<file path="config.mk">
export PLATFORM = sky130hd
export DESIGN_NAME = otter_lsu
export DESIGN_NICKNAME = d
export VERILOG_FILES = /design/src/rtl/otter_lsu.sv
export SDC_FILE = /design/constraint.sdc
export NUM_CORES = 1
export LEC_CHECK = 0
export ABC_AREA = 1
export ABC_CLOCK_PERIOD_IN_PS = 1500
export CAP_MARGIN = 20
export CORE_UTILIZATION = 40
export DETAILED_ROUTE_END_ITERATION = 8
export DONT_BUFFER_PORTS = 1
export GPL_TIMING_DRIVEN = 0
export PLACE_DENSITY = 0.68
export RECOVER_POWER = 25
export SKIP_LAST_GASP = 1
export SYNTH_ARGS = -nofsm -noshare
export SYNTH_HDL_FRONTEND = slang
export SYNTH_SLANG_ARGS = --single-unit
</file>
<file path="constraint.sdc">
create_clock -name clk -period 1.5 [get_ports clk]
set_clock_uncertainty 0.15 [all_clocks]
set_input_delay 0.075 -clock clk [delete_from_list [all_inputs] [get_ports clk]]
set_output_delay 0.075 -clock clk [all_outputs]
set_load 0.01 [all_outputs]
</file>
<file path="src/rtl/otter_lsu.sv">
// Load/store unit between the core and the OTTER data memory; one access in flight.
// Latency from accept: store/error 2 cycles, load 3 cycles, illegal size 1 cycle.
// Backpressure: req_ready only in IDLE; response is held frozen until resp_ready.
module otter_lsu #(
  parameter int ADDR_WIDTH = 32,
  parameter int BUS_WIDTH  = 32
) (
  input  logic                  clk,
  input  logic                  rst_n,
  input  logic                  req_valid,
  output logic                  req_ready,
  input  logic                  req_we,
  input  logic [1:0]            req_size,
  input  logic                  req_unsigned,
  input  logic [ADDR_WIDTH-1:0] req_addr,
  input  logic [BUS_WIDTH-1:0]  req_wdata,
  output logic                  resp_valid,
  input  logic                  resp_ready,
  output logic [BUS_WIDTH-1:0]  resp_rdata,
  output logic                  resp_err,
  output logic                  mem_rd,
  output logic                  mem_wr,
  output logic [ADDR_WIDTH-1:0] mem_addr,
  output logic [1:0]            mem_size,
  output logic [BUS_WIDTH-1:0]  mem_wdata,
  input  logic [BUS_WIDTH-1:0]  mem_rdata,
  input  logic                  mem_error
);

  typedef enum logic [1:0] {IDLE, ACCESS, WAIT, RESP} state_t;

  state_t                state, state_next;
  logic                  we_q;
  logic [1:0]            size_q;
  logic                  uns_q;
  logic [ADDR_WIDTH-1:0] addr_q;
  logic [BUS_WIDTH-1:0]  wdata_q;
  logic [BUS_WIDTH-1:0]  rdata_q;
  logic                  err_q;
  logic [7:0]            byte_sel;
  logic [15:0]           half_sel;
  logic [BUS_WIDTH-1:0]  load_ext;

  // State register
  always_ff @(posedge clk or negedge rst_n) begin
    if (!rst_n) state <= IDLE;
    else        state <= state_next;
  end

  // Next state and memory strobes; strobes exist only in ACCESS so reset kills them at once
  always_comb begin
    state_next = state;
    mem_rd     = 1'b0;
    mem_wr     = 1'b0;
    case (state)
      IDLE: begin
        if (req_valid) state_next = (req_size == 2'b11) ? RESP : ACCESS;
      end
      ACCESS: begin
        if (mem_error) begin
          state_next = RESP;
        end else if (we_q) begin
          mem_wr     = 1'b1;
          state_next = RESP;
        end else begin
          mem_rd     = 1'b1;
          state_next = WAIT;
        end
      end
      WAIT:    state_next = RESP;
      RESP:    if (resp_ready) state_next = IDLE;
      default: state_next = IDLE;
    endcase
  end

  // Request capture, error flag and extended load data
  always_ff @(posedge clk or negedge rst_n) begin
    if (!rst_n) begin
      we_q    <= 1'b0;
      size_q  <= 2'b00;
      uns_q   <= 1'b0;
      addr_q  <= '0;
      wdata_q <= '0;
      rdata_q <= '0;
      err_q   <= 1'b0;
    end else begin
      case (state)
        IDLE: if (req_valid) begin
          we_q    <= req_we;
          size_q  <= req_size;
          uns_q   <= req_unsigned;
          addr_q  <= req_addr;
          wdata_q <= req_wdata;
          rdata_q <= '0;
          err_q   <= (req_size == 2'b11);
        end
        ACCESS:  if (mem_error) err_q <= 1'b1;
        WAIT:    rdata_q <= load_ext;
        default: ;
      endcase
    end
  end

  // Lane select and sign/zero extension of the synchronous-read word
  always_comb begin
    case (addr_q[1:0])
      2'd0:    byte_sel = mem_rdata[7:0];
      2'd1:    byte_sel = mem_rdata[15:8];
      2'd2:    byte_sel = mem_rdata[23:16];
      default: byte_sel = mem_rdata[31:24];
    endcase
    half_sel = addr_q[1] ? mem_rdata[31:16] : mem_rdata[15:0];
    case (size_q)
      2'b00:   load_ext = {{24{~uns_q & byte_sel[7]}}, byte_sel};
      2'b01:   load_ext = {{16{~uns_q & half_sel[15]}}, half_sel};
      default: load_ext = mem_rdata;
    endcase
  end

  // Write data replicated across lanes; memory byte enables pick the lane
  always_comb begin
    case (size_q)
      2'b00:   mem_wdata = {4{wdata_q[7:0]}};
      2'b01:   mem_wdata = {2{wdata_q[15:0]}};
      default: mem_wdata = wdata_q;
    endcase
  end

  assign mem_addr   = addr_q;
  assign mem_size   = size_q;
  assign req_ready  = (state == IDLE);
  assign resp_valid = (state == RESP);
  assign resp_rdata = resp_valid ? rdata_q : '0;
  assign resp_err   = resp_valid & err_q;

endmodule

</file>
After elaboration in Yosys (flattened, before gate mapping) --
Index checks and enable logic that the tools add are counted.
Operators by class: muxes and demuxes 22, reduce and logical (&&, ||, !) cells 9, bitwise operators 4, shift-type cells 0, $add $sub $neg 0, $lt $le $gt $ge 0, div/mod/pow operators 0, equality and inequality tests 10, $mul 0
Operator list (number):
- $pmux W32 S2 | 3
- $mux W32 | 2
- $pmux W8 S3 | 1
- $mux W16 | 1
- $mux W1 | 10
- $eq A2 B2 Y1 const B | 4
- $pmux W2 S4 | 1
- $eq A2 B1 Y1 const B | 3
- $logic_not A2 Y1 | 3
- $mux W2 | 3
- $reduce_and A2 Y1 | 3
- $ne A2 B2 Y1 const B | 2
- $reduce_bool A2 Y1 | 2
- $and A1 B1 Y1 | 3
- $reduce_and A3 Y1 | 1
- $ne A2 B1 Y1 const B | 1
- $pmux W1 S2 | 1
- $not A1 Y1 | 1
Storage, ports and cells: memories kept 0, output and inout port bits 103, latch bits 0, memory bits (writable) 0, memory bits (read-only) 0, register bits 103, word-level logic and storage cells 53, bits of input ports 105

Depth between registers and ports, before layout --
Gate-level depths: netlist of run 1.
depth in word-level cells 5, mapped depth 9

Least setup slack after synthesis of run 1 --
Ideal clock, no wire load.
path type register to register, from register state[0], to register rdata_q[29], path buffers 1, stages on the path, launching flop included 9, required time 1234 ps, path slack -192 ps, library setup time 116 ps, data arrival time 1426 ps, path through dfrtp_1 inv_1 ha_1 nand2_1 nand2_1 buf_2 a21oi_1 nand2_2 nand2_1
On the way: word-level cells in the longest chain between the ends 3
RTL lines:
- from (decl) | line 32 | state_t state, state_next;
- from (signal assigned) | line 47 | else state <= state_next;
- $logic_not A2 Y1 *
- via req_ready | line 11 | output logic req_ready,
- $ne A2 B2 Y1 (no source line) / $reduce_bool A2 Y1 (equally long branches)
- $reduce_and A2 Y1 (no source line)
- to (signal assigned) | line 98 | WAIT: rdata_q <= load_ext;
- to (decl) | line 38 | logic [BUS_WIDTH-1:0] rdata_q;
The timed path passes the listed nets; every way through them passes the cells marked *. A chain may end at the register's enable or synchronous reset.

Final worst setup path of run 1 --
from register size_q[1] (netlist: mem_size[1]), to output mem_wdata[27]
On the way: word-level cells in the longest chain between the ends 2
RTL lines:
- from (decl) | line 34 | logic [1:0] size_q;
- from (signal assigned) | line 90 | size_q <= req_size;
- $eq A2 B1 Y1 / $logic_not A2 Y1 (equally long branches) | line 122 | case (size_q)
- $pmux W32 S2 * | line 122
- to (decl) | line 25 | output logic [BUS_WIDTH-1:0] mem_wdata,
Every way passes the cells marked *; elsewhere a longest branch is shown, timed or not.

==> results.sh, run 1 <==
export IMPL_post_route_drc_count=0
export IMPL_synth_area_um2=5350
export IMPL_slew_violations=0
export IMPL_synth_edf_count=0
export IMPL_max_freq_mhz=496
export IMPL_cp_required_ns=1.27
export IMPL_port_buffers=0
export IMPL_clk_pin_slew_ns=0.08
export IMPL_cts_num_sinks=103
export IMPL_final_nets=1026
export IMPL_total_power_uw=21200
export IMPL_fp_coreArea_um2=12800
export IMPL_final_period_utilization_pct=134
export IMPL_die_height_um=118
export IMPL_syn_instance_count=739
export IMPL_setup_slack_ns=-0.516
export IMPL_die_x_um=118
export IMPL_io_pins=208
export IMPL_yosysSeqAreaShare_pct=48.2
export IMPL_antenna_left=0
export IMPL_grt_pass1_wl_mm=30.4
export IMPL_worst_pin_slew_ns=0.617
export IMPL_finalSetupTns_ns=-39.66
export IMPL_synth_nets=848
export IMPL_failed_checks="hold timing, setup timing"
export IMPL_first_pass_iters=5
export IMPL_grt_pass1_vias=5892
export IMPL_cp_arrival_ns=1.79
export IMPL_cts_root_buffer="clkbuf_16"
export IMPL_drive_above_1_share_pct=46.5
export IMPL_p_leak_uw=0.00516
export IMPL_power_density_nw_per_um2=2230
export IMPL_dominantRegCellSynth="dfrtp_1"
export IMPL_hold_viol_final=104
export IMPL_wl_per_cell_um=21.0
export IMPL_track_usage_pct=28.4
export IMPL_placedInstanceArea_um2=5600
export IMPL_synthArstFlopShare_pct=100
export IMPL_dp_hpwl_mm=11.1
export IMPL_yosysMostFrequentCell="nand2_1"
export IMPL_critPathMaxFanout=7
export IMPL_finalInstanceArea_um2=9510
export IMPL_run_status="finished, violations left"
export IMPL_hp_class="in2async"
export IMPL_criticalPathCategory="reg2out"
export IMPL_ys_top_cells_by_area="dfrtp_1 (48%), nand2_1 (25%), inv_1 (5.3%)"
export IMPL_rows=41
export IMPL_rsz0062_at_grt="yes"
export IMPL_grt_ovfl_total=0
export IMPL_relSlewSlack_pct=58.9
export IMPL_routed_via_density=5.48
export IMPL_clk_latency_ns=0.37
export IMPL_htreeDepth=3
export IMPL_grt_start_max_net_pins=104
export IMPL_syn2layout_area_growth_pct=77.8
export IMPL_fillerInstances=796
export IMPL_min_period_ns=2.02
export IMPL_fin_util_pct=74.2
export IMPL_yosysTopAreaCell="dfrtp_1"
export IMPL_synth_ff_latch_count=103
export IMPL_dieArea_um2=13800
export IMPL_numCtsBuffers=9
export IMPL_drt_iter0_drc=416
export IMPL_antenna_found_initial=2
export IMPL_max_clock_path_buffers=2
export IMPL_ys_warnings_count=0
export IMPL_initial_utilization_pct=41.7
export IMPL_whs_ns=-0.746
export IMPL_synthDistinctLibCells=29
export IMPL_synth_common_cells="nand2_1 (358), dfrtp_1 (103), inv_1 (75)"
export IMPL_end_kind="output port"
export IMPL_cts_tree="yes"
export IMPL_place_gp_congestion=0.896
export IMPL_drt_total_wl_mm=23.0
export IMPL_irDropWorstVdd_mv=1.36
export IMPL_setup_viol=161
export IMPL_vias=6002
export IMPL_synth_top_area_share_pct=48.2
export IMPL_avgSynthCellArea_um2=7.24
export IMPL_maxCapViolations=0
export IMPL_start_kind="register"
==> power breakdown <==
group	internal, uW	total (uW)	switching (uW)
clock network	1500	2700	1190
registers	4050	5790	1730
logic	5690	12700	7060
total	11200	21200	9990
==> routing by layer <==
| metal | track usage [%] | wire [um] | share of wire (%) | vias to the layer above |
|---|---|---|---|---|
| met2 | 49.7 | 11900 | 52 | 397 |
| met1 | 32.3 | 7990 | 35 | 2895 |
| met5 | 0 | 0 | 0 | - |
| met3 | 7.22 | 2030 | 8.8 | 103 |
| met4 | 13.1 | 1040 | 4.5 | 0 |
| li1 | - | - | - | 2607 |
==> worst paths after layout <==
path | start | end | slack (ns) | cells after the start
worst max-delay path | mem_size[1] | mem_wdata[27] | -0.52 | 6
worst min-delay path | rst_n | rdata_q[6] | -0.75 | 0
worst max register to register | mem_size[1] | rdata_q[26] | -0.45 | 10
worst min register to register | wdata_q[25] | wdata_q[25] | 0.36 | 2
max in group asynchronous | rst_n | mem_addr[12] | 1.80 | 0
min in group clk | mem_rdata[13] | rdata_q[5] | -0.02 | 4
==> layout by cell type, fill, tap and decap left out, types with 14 or more instances in the layout <==
master,synthesis,final
dlygate4sd3_1,0,104
buf_6,2,26
nand2_2,10,102
inv_2,4,36
nand2_4,0,101
o21ai_1,3,15
nand3_2,1,16
buf_8,0,18
nand2_1,358,162
o21ai_2,0,14
buf_4,8,27
nor2_1,24,23
clkbuf_16,0,24
dfrtp_1,103,100
a21oi_1,17,17
inv_1,75,35
o21ai_0,51,16
==> critical path, stage by stage, from the launching register on <==
cell      delay [ns]
dfrtp_2         0.45
buf_6           0.15
buf_6           0.12
nor2_8          0.22
buf_6           0.18
nand2_4         0.07
o211ai_1        0.25
==> final cells by class <==
type                    instances  area, um^2  share of cell area, %
repair inverters                2        23.8                  0.250
flip-flops and latches        103        2580                   27.1
clock buffers                   9         225                   2.37
multi-input cells             514        3570                   37.5
diodes                          2        5.00                 0.0526
well taps                     172         215                   2.26
inverters                      79         333                   3.50
plain buffers                  42         543                   5.71
clock inverters                 7         109                   1.14
repair buffers                166        1910                   20.1
==> repair_timing <==
| action | in CTS | in global routing |
|---|---|---|
| resized for setup | 311 | 262 |
| hold buffers | 103 | 1 |
| setup buffers | 32 | 15 |
| pin swaps | 54 | 71 |
| setup endpoints to repair | 161 | 162 |
| gates cloned | 14 | 7 |
| hold endpoints to repair | 206 | 104 |
==> state kept, by name, indices dropped and copies added (netlist names) <==
name / count
mem_addr: 32
rdata_q: 32
wdata_q: 32
mem_size: 2
state: 2
err_q: 1
uns_q: 1
we_q: 1
==> per-stage QoR <==
step	setup WS, ns	cells
floorplan	-0.0433	739
global placement	-0.446	911
CTS	-0.477	1076
finish	-0.516	1096
global route	-0.572	1096
detailed placement	-0.472	911
==> cell families after synthesis <==
logic type | count (synthesis) | synth area share (%)
buffers and inverters | 122 | 9.87
AND/OR/NAND/NOR | 426 | 32.4
flip-flops | 103 | 48.2
adder cells (fa/ha/maj) | 4 | 0.936
AO/OA/AOI/OAI | 84 | 8.61
No activity file was read; power rests on OpenSTA's default activity.
==> run 2: changes to the inputs <==
--- a/config.mk
+++ b/config.mk
@@ -14,6 +14,7 @@
 export GPL_TIMING_DRIVEN = 0
 export PLACE_DENSITY = 0.68
 export RECOVER_POWER = 25
+export SKIP_CTS_REPAIR_TIMING = 1
 export SKIP_LAST_GASP = 1
 export SYNTH_ARGS = -nofsm -noshare
 export SYNTH_HDL_FRONTEND = slang
==> run 2 against run 1 <==
Compared with the run above:
- the run still ends with hold timing, setup timing left
- hold slack better by 0.0097 ns
- cell area is 12% lower
- register-to-register slack better by 0.18 ns
- wire length is 16% lower
- count of clock-buffer cells in the layout stayed put
- power is 15% lower
- worst setup slack worse by 0.028 ns
- first-iteration DRC count is 2.6% higher
- cell count is 2.6% lower
- global-route usage is 6.3 points lower
- sequential cell count stayed put
- largest cell class unchanged
==> results.sh, run 2 (synthesized netlist as in run 1, its figures left out) <==
export IMPL_relSlewSlack_pct=61.4
export IMPL_port_buffers=0
export IMPL_clk_latency_ns=0.36
export IMPL_min_period_ns=2.04
export IMPL_failed_checks="hold timing, setup timing"
export IMPL_htreeDepth=3
export IMPL_seq_area_um2=2580
export IMPL_reg2reg_from="mem_size[1]"
export IMPL_initial_utilization_pct=41.7
export IMPL_die_height_um=118
export IMPL_drt_iter0_drc=427
export IMPL_whs_ns=-0.737
export IMPL_p_seq_share_pct=30.6
export IMPL_final_nets=999
export IMPL_layout_common_cells="nand2_1 (261), dlygate4sd3_1 (103), dfrtp_1 (98), nand2_2 (77), inv_1 (43)"
export IMPL_max_freq_mhz=489
export IMPL_cts_tree="yes"
export IMPL_post_route_drc_count=0
export IMPL_routed_via_density=5.19
export IMPL_finalInstanceArea_um2=8340
export IMPL_cp_arrival_ns=1.82
export IMPL_final_period_utilization_pct=136
export IMPL_critPathMaxFanout=9
export IMPL_p_int_uw=9880
export IMPL_max_stage_delay_ns=0.54
export IMPL_placedInstanceArea_um2=5600
export IMPL_worst_pin_slew_ns=0.577
export IMPL_multi_input_comb_area_um2=2760
export IMPL_worst_path_max_delay_cell="o211ai_1"
export IMPL_drt_total_wl_mm=19.3
export IMPL_wl_per_cell_um=18.0
export IMPL_power_frac_clock_pct=14.9
export IMPL_clk_pin_slew_ns=0.07
export IMPL_slew_violations=0
export IMPL_maxCapViolations=0
export IMPL_irDropWorstVdd_mv=1.44
export IMPL_track_usage_pct=22.1
export IMPL_criticalPathCategory="reg2out"
export IMPL_r2r_end="rdata_q[26]"
export IMPL_finalSetupTns_ns=-31.97
export IMPL_grt_start_max_net_pins=104
export IMPL_grt_ovfl_total=0
export IMPL_grt_pass1_wl_mm=23.5
export IMPL_path_buf_inv=2
export IMPL_setup_viol=161
export IMPL_die_x_um=118
export IMPL_first_pass_iters=5
export IMPL_end_kind="output port"
export IMPL_max_clock_path_buffers=2
export IMPL_power_density_nw_per_um2=2150
export IMPL_rsz0062_at_grt="yes"
export IMPL_reg2reg_slack_ns=-0.27
export IMPL_power_switching_uw=8080
export IMPL_cp_required_ns=1.27
export IMPL_io_pins=208
export IMPL_start_kind="register"
export IMPL_setup_slack_ns=-0.544
export IMPL_crit_family="compound AO/OA/AOI/OAI gates"
export IMPL_crit_chain="inv_6 -> nor2_4 -> clkinvlp_4 -> o211ai_1"
export IMPL_combPwrFrac_pct=54.5
export IMPL_switching_share_pct=45.0
export IMPL_rows=41
export IMPL_drive_above_1_share_pct=30.1
export IMPL_place_gp_congestion=0.896
export IMPL_antenna_left=0
export IMPL_dieArea_um2=13800
export IMPL_cts_num_sinks=103
export IMPL_diodes=0
export IMPL_reg2reg_depth=8
export IMPL_vias=5536
export IMPL_p_leak_uw=0.00442
export IMPL_fillerInstances=991
export IMPL_hold_viol_final=109
export IMPL_total_power_uw=18000
export IMPL_fp_coreArea_um2=12800
export IMPL_syn2layout_area_growth_pct=55.9
export IMPL_antenna_found_initial=0
export IMPL_cts_root_buffer="clkbuf_16"
export IMPL_final_common_cell="nand2_1"
export IMPL_run_status="finished, violations left"
export IMPL_numCtsBuffers=9
export IMPL_dp_hpwl_mm=11.1
export IMPL_hp_class="in2async"
export IMPL_grt_pass1_vias=4570
## run 2: cell count changes in the layout (fill, tap and decap cells not counted), sizes merged
cell         delta
dlygate4sd3     -1
clkinv          -1
buf            -24
clkbuf          -1
clkinvlp        -1
diode           -2
inv             +1
## run 2: worst register-to-register path: stages, from the launching register on
cell and delay [ns]:
dfrtp_2 0.45, buf_12 0.17, nor2_8 0.19, o21a_4 0.17
nand3_4 0.15, nand3_4 0.16, buf_12 0.15, nand2_2 0.06
nand2_1 0.06
## run 2: metal layers
metal  vias to the layer above  GRT usage, %  part of all wire [%]
met5                         -             0                     0
met1                      2661          26.7                    39
li1                       2547             -                     -
met2                       284          35.4                    51
met3                        44          8.67                   7.5
met4                         0          8.09                   2.8
## run 2: worst max-delay path by stage
stage	start	to	cells after the start	slack [ns]
2_1_floorplan	state[1]	rdata_q[11]	8	-0.04
3_3_place_gp	state[1]	rdata_q[14]	8	-0.45
3_5_place_dp	state[1]	rdata_q[14]	8	-0.47
4_1_cts	mem_size[0]	mem_wdata[24]	4	-0.69
5_1_grt	mem_size[0]	mem_wdata[24]	4	-0.58
6_report	mem_size[0]	mem_wdata[24]	4	-0.54
## run 2: power groups by stage
stage	logic (uW)	clock network [uW]	registers (uW)
after floorplan	4950	0	4890
after global placement	6130	0	5170
after detailed placement	6270	0	5160
after CTS	6280	2700	5130
after global routing	10600	2820	5620
final	9790	2670	5500
## run 2: final cells by class
cell class	count	share of cell area, %
inverter	79	4.02
multi-input combinational	514	33.0
clock inverter	7	1.31
timing repair buffer	139	19.2
tap	172	2.58
buffer	43	5.96
timing repair inverter	1	0.195
clock buffer	9	2.70
sequential	103	31.0
## run 2: stage by stage
step / util [%] / hold WS (ns) / setup slack (ns) / std cells
after floorplan: - / -0.371 / -0.0433 / 739
after global placement: 43.7 / -0.366 / -0.446 / 911
after detailed placement: 43.7 / -0.366 / -0.472 / 911
after CTS: 46.3 / -0.758 / -0.691 / 927
after global routing: 65.0 / -0.756 / -0.580 / 1067
final: 65.0 / -0.737 / -0.544 / 1067
==> run 3: changes to the inputs <==
--- a/config.mk
+++ b/config.mk
@@ -15,7 +15,6 @@
 export PLACE_DENSITY = 0.68
 export RECOVER_POWER = 25
 export SKIP_CTS_REPAIR_TIMING = 1
-export SKIP_LAST_GASP = 1
 export SYNTH_ARGS = -nofsm -noshare
 export SYNTH_HDL_FRONTEND = slang
 export SYNTH_SLANG_ARGS = --single-unit
==> run 3 against run 2 <==
Compared with the run above:
- the flow still finishes with violations (hold timing, setup timing)
- cell count is the same
- global-route usage is the same
- critical path depth grew 1
- register-to-register slack is essentially flat
- largest cell class unchanged
- hold slack gained 0.0017 ns
- cell area grew 1.1%
==> results.sh, run 3 (synthesized netlist as in run 1, its figures left out) <==
export IMPL_dpl_cell_count=911
export IMPL_htreeDepth=3
export IMPL_vias=5498
export IMPL_grt_ovfl_total=0
export IMPL_grt_pass1_wl_mm=23.5
export IMPL_criticalPathCategory="reg2out"
export IMPL_setup_slack_ns=-0.492
export IMPL_p_int_uw=9990
export IMPL_met2_wirelength_mm=9.72
export IMPL_reg2reg_from="mem_size[1]"
export IMPL_cts_root_buffer="clkbuf_16"
export IMPL_power_frac_clock_pct=14.6
export IMPL_failed_checks="hold timing, setup timing"
export IMPL_finalSetupTns_ns=-31.69
export IMPL_max_freq_mhz=502
export IMPL_relSlewSlack_pct=65.8
export IMPL_max_stage_delay_ns=0.51
export IMPL_worst_path_max_delay_cell="dfrtp_2"
export IMPL_dieArea_um2=13800
export IMPL_rows=41
export IMPL_numCtsBuffers=9
export IMPL_slew_violations=0
export IMPL_cts_num_sinks=103
export IMPL_cp_required_ns=1.27
export IMPL_layout_common_cells="nand2_1 (237), dlygate4sd3_1 (103), nand2_2 (99), dfrtp_1 (97), inv_1 (36)"
export IMPL_worst_pin_slew_ns=0.511
export IMPL_p_seq_share_pct=30.3
export IMPL_cp_arrival_ns=1.77
export IMPL_combPwrFrac_pct=55.1
export IMPL_final_common_cell="nand2_1"
export IMPL_min_period_ns=1.99
export IMPL_grt_start_max_net_pins=104
export IMPL_reg2reg_depth=8
export IMPL_antenna_found_initial=0
export IMPL_maxCapViolations=0
export IMPL_first_pass_iters=7
export IMPL_final_nets=999
export IMPL_drt_iter0_drc=384
export IMPL_wl_per_cell_um=17.8
export IMPL_clk_pin_slew_ns=0.07
export IMPL_cts_tree="yes"
export IMPL_grt_pass1_vias=4570
export IMPL_diodes=0
export IMPL_hold_viol_final=108
export IMPL_routed_via_density=5.15
export IMPL_syn2layout_area_growth_pct=57.7
export IMPL_drt_total_wl_mm=19.0
export IMPL_start_kind="register"
export IMPL_antenna_left=0
export IMPL_end_kind="output port"
export IMPL_run_status="finished, violations left"
export IMPL_fin_util_pct=65.8
export IMPL_r2r_end="rdata_q[26]"
export IMPL_switching_share_pct=45.0
export IMPL_clk_latency_ns=0.36
export IMPL_wl_met1_mm=7.31
export IMPL_die_x_um=118
export IMPL_irDropWorstVdd_mv=1.30
export IMPL_track_usage_pct=22.1
export IMPL_final_period_utilization_pct=133
export IMPL_final_cells=1067
export IMPL_p_leak_uw=0.00444
export IMPL_power_density_nw_per_um2=2150
export IMPL_drive_above_1_share_pct=34.3
export IMPL_max_clock_path_buffers=2
export IMPL_port_buffers=0
export IMPL_rsz0062_at_grt="yes"
export IMPL_setup_viol=161
export IMPL_finalInstanceArea_um2=8430
export IMPL_top_layer_used="met4"
export IMPL_placedInstanceArea_um2=5600
export IMPL_post_route_drc_count=0
export IMPL_whs_ns=-0.735
export IMPL_reg2reg_slack_ns=-0.26
export IMPL_hp_class="in2async"
export IMPL_total_power_uw=18200
export IMPL_critPathMaxFanout=9
export IMPL_power_switching_uw=8160
export IMPL_crit_chain="inv_6 -> nor2_4 -> clkinvlp_4 -> buf_4 -> o211ai_1"
export IMPL_io_pins=208
export IMPL_fp_coreArea_um2=12800
export IMPL_initial_utilization_pct=41.7
export IMPL_die_height_um=118
export IMPL_met3_length_mm=1.48
export IMPL_place_gp_congestion=0.896
export IMPL_dp_hpwl_mm=11.1
-- run 3: cell count changes in the layout (fill, tap and decap cells not counted), moves of 3 or more --
cell     delta
inv_2       +7
o21ai_2     +3
o21ai_1     +9
nand2_1    -24
nor2_2      +3
o21ai_0    -12
nor2_1      -3
inv_1       -7
nand2_2    +22
-- run 3: final cells by class --
type,count,area (um^2)
inverters,79,335
multi-input cells,514,2840
fillers,994,4390
repair inverters,1,16.3
flip-flops and latches,103,2580
well taps,172,215
plain buffers,43,500
repair buffers,139,1600
clock inverters,7,109
clock buffers,9,225
-- run 3: layer usage --
metal  global-route usage (%)  up-vias
li1                         -     2555
met1                     26.7     2623
met2                     35.4      280
met3                     8.67       40
met4                     8.09        0
met5                        0        -
-- run 3: power by group through the flow --
stage	Combinational [uW]	Sequential, uW	Clock (uW)
final	10000	5500	2650
after CTS	6280	5130	2700
after global placement	6130	5170	0
after detailed placement	6270	5160	0
after global routing	10900	5630	2810
after floorplan	4950	4890	0
-- run 3: critical path, delay by kind of cell, from the launching register on --
family,cells,cell delay [ns]
AOI/OAI and AO/OA,1,0.31
buffers and inverters,3,0.45
DFF,1,0.51
and+or+nand+nor,1,0.14
-- run 3: worst max-delay path by stage --
| stage | from | end | slack [ns] |
|---|---|---|---|
| floorplan | state[1] | rdata_q[11] | -0.04 |
| global placement | state[1] | rdata_q[14] | -0.45 |
| detailed placement | state[1] | rdata_q[14] | -0.47 |
| CTS | mem_size[0] | mem_wdata[24] | -0.69 |
| global route | mem_size[0] | mem_wdata[24] | -0.57 |
| finish | mem_size[0] | mem_wdata[25] | -0.49 |
-- run 3: per-stage QoR --
| stage | worst slack, ns | hold slack, ns |
|---|---|---|
| after floorplan | -0.0433 | -0.371 |
| after global placement | -0.446 | -0.366 |
| after detailed placement | -0.472 | -0.366 |
| after CTS | -0.691 | -0.758 |
| after global routing | -0.567 | -0.756 |
| final | -0.492 | -0.735 |
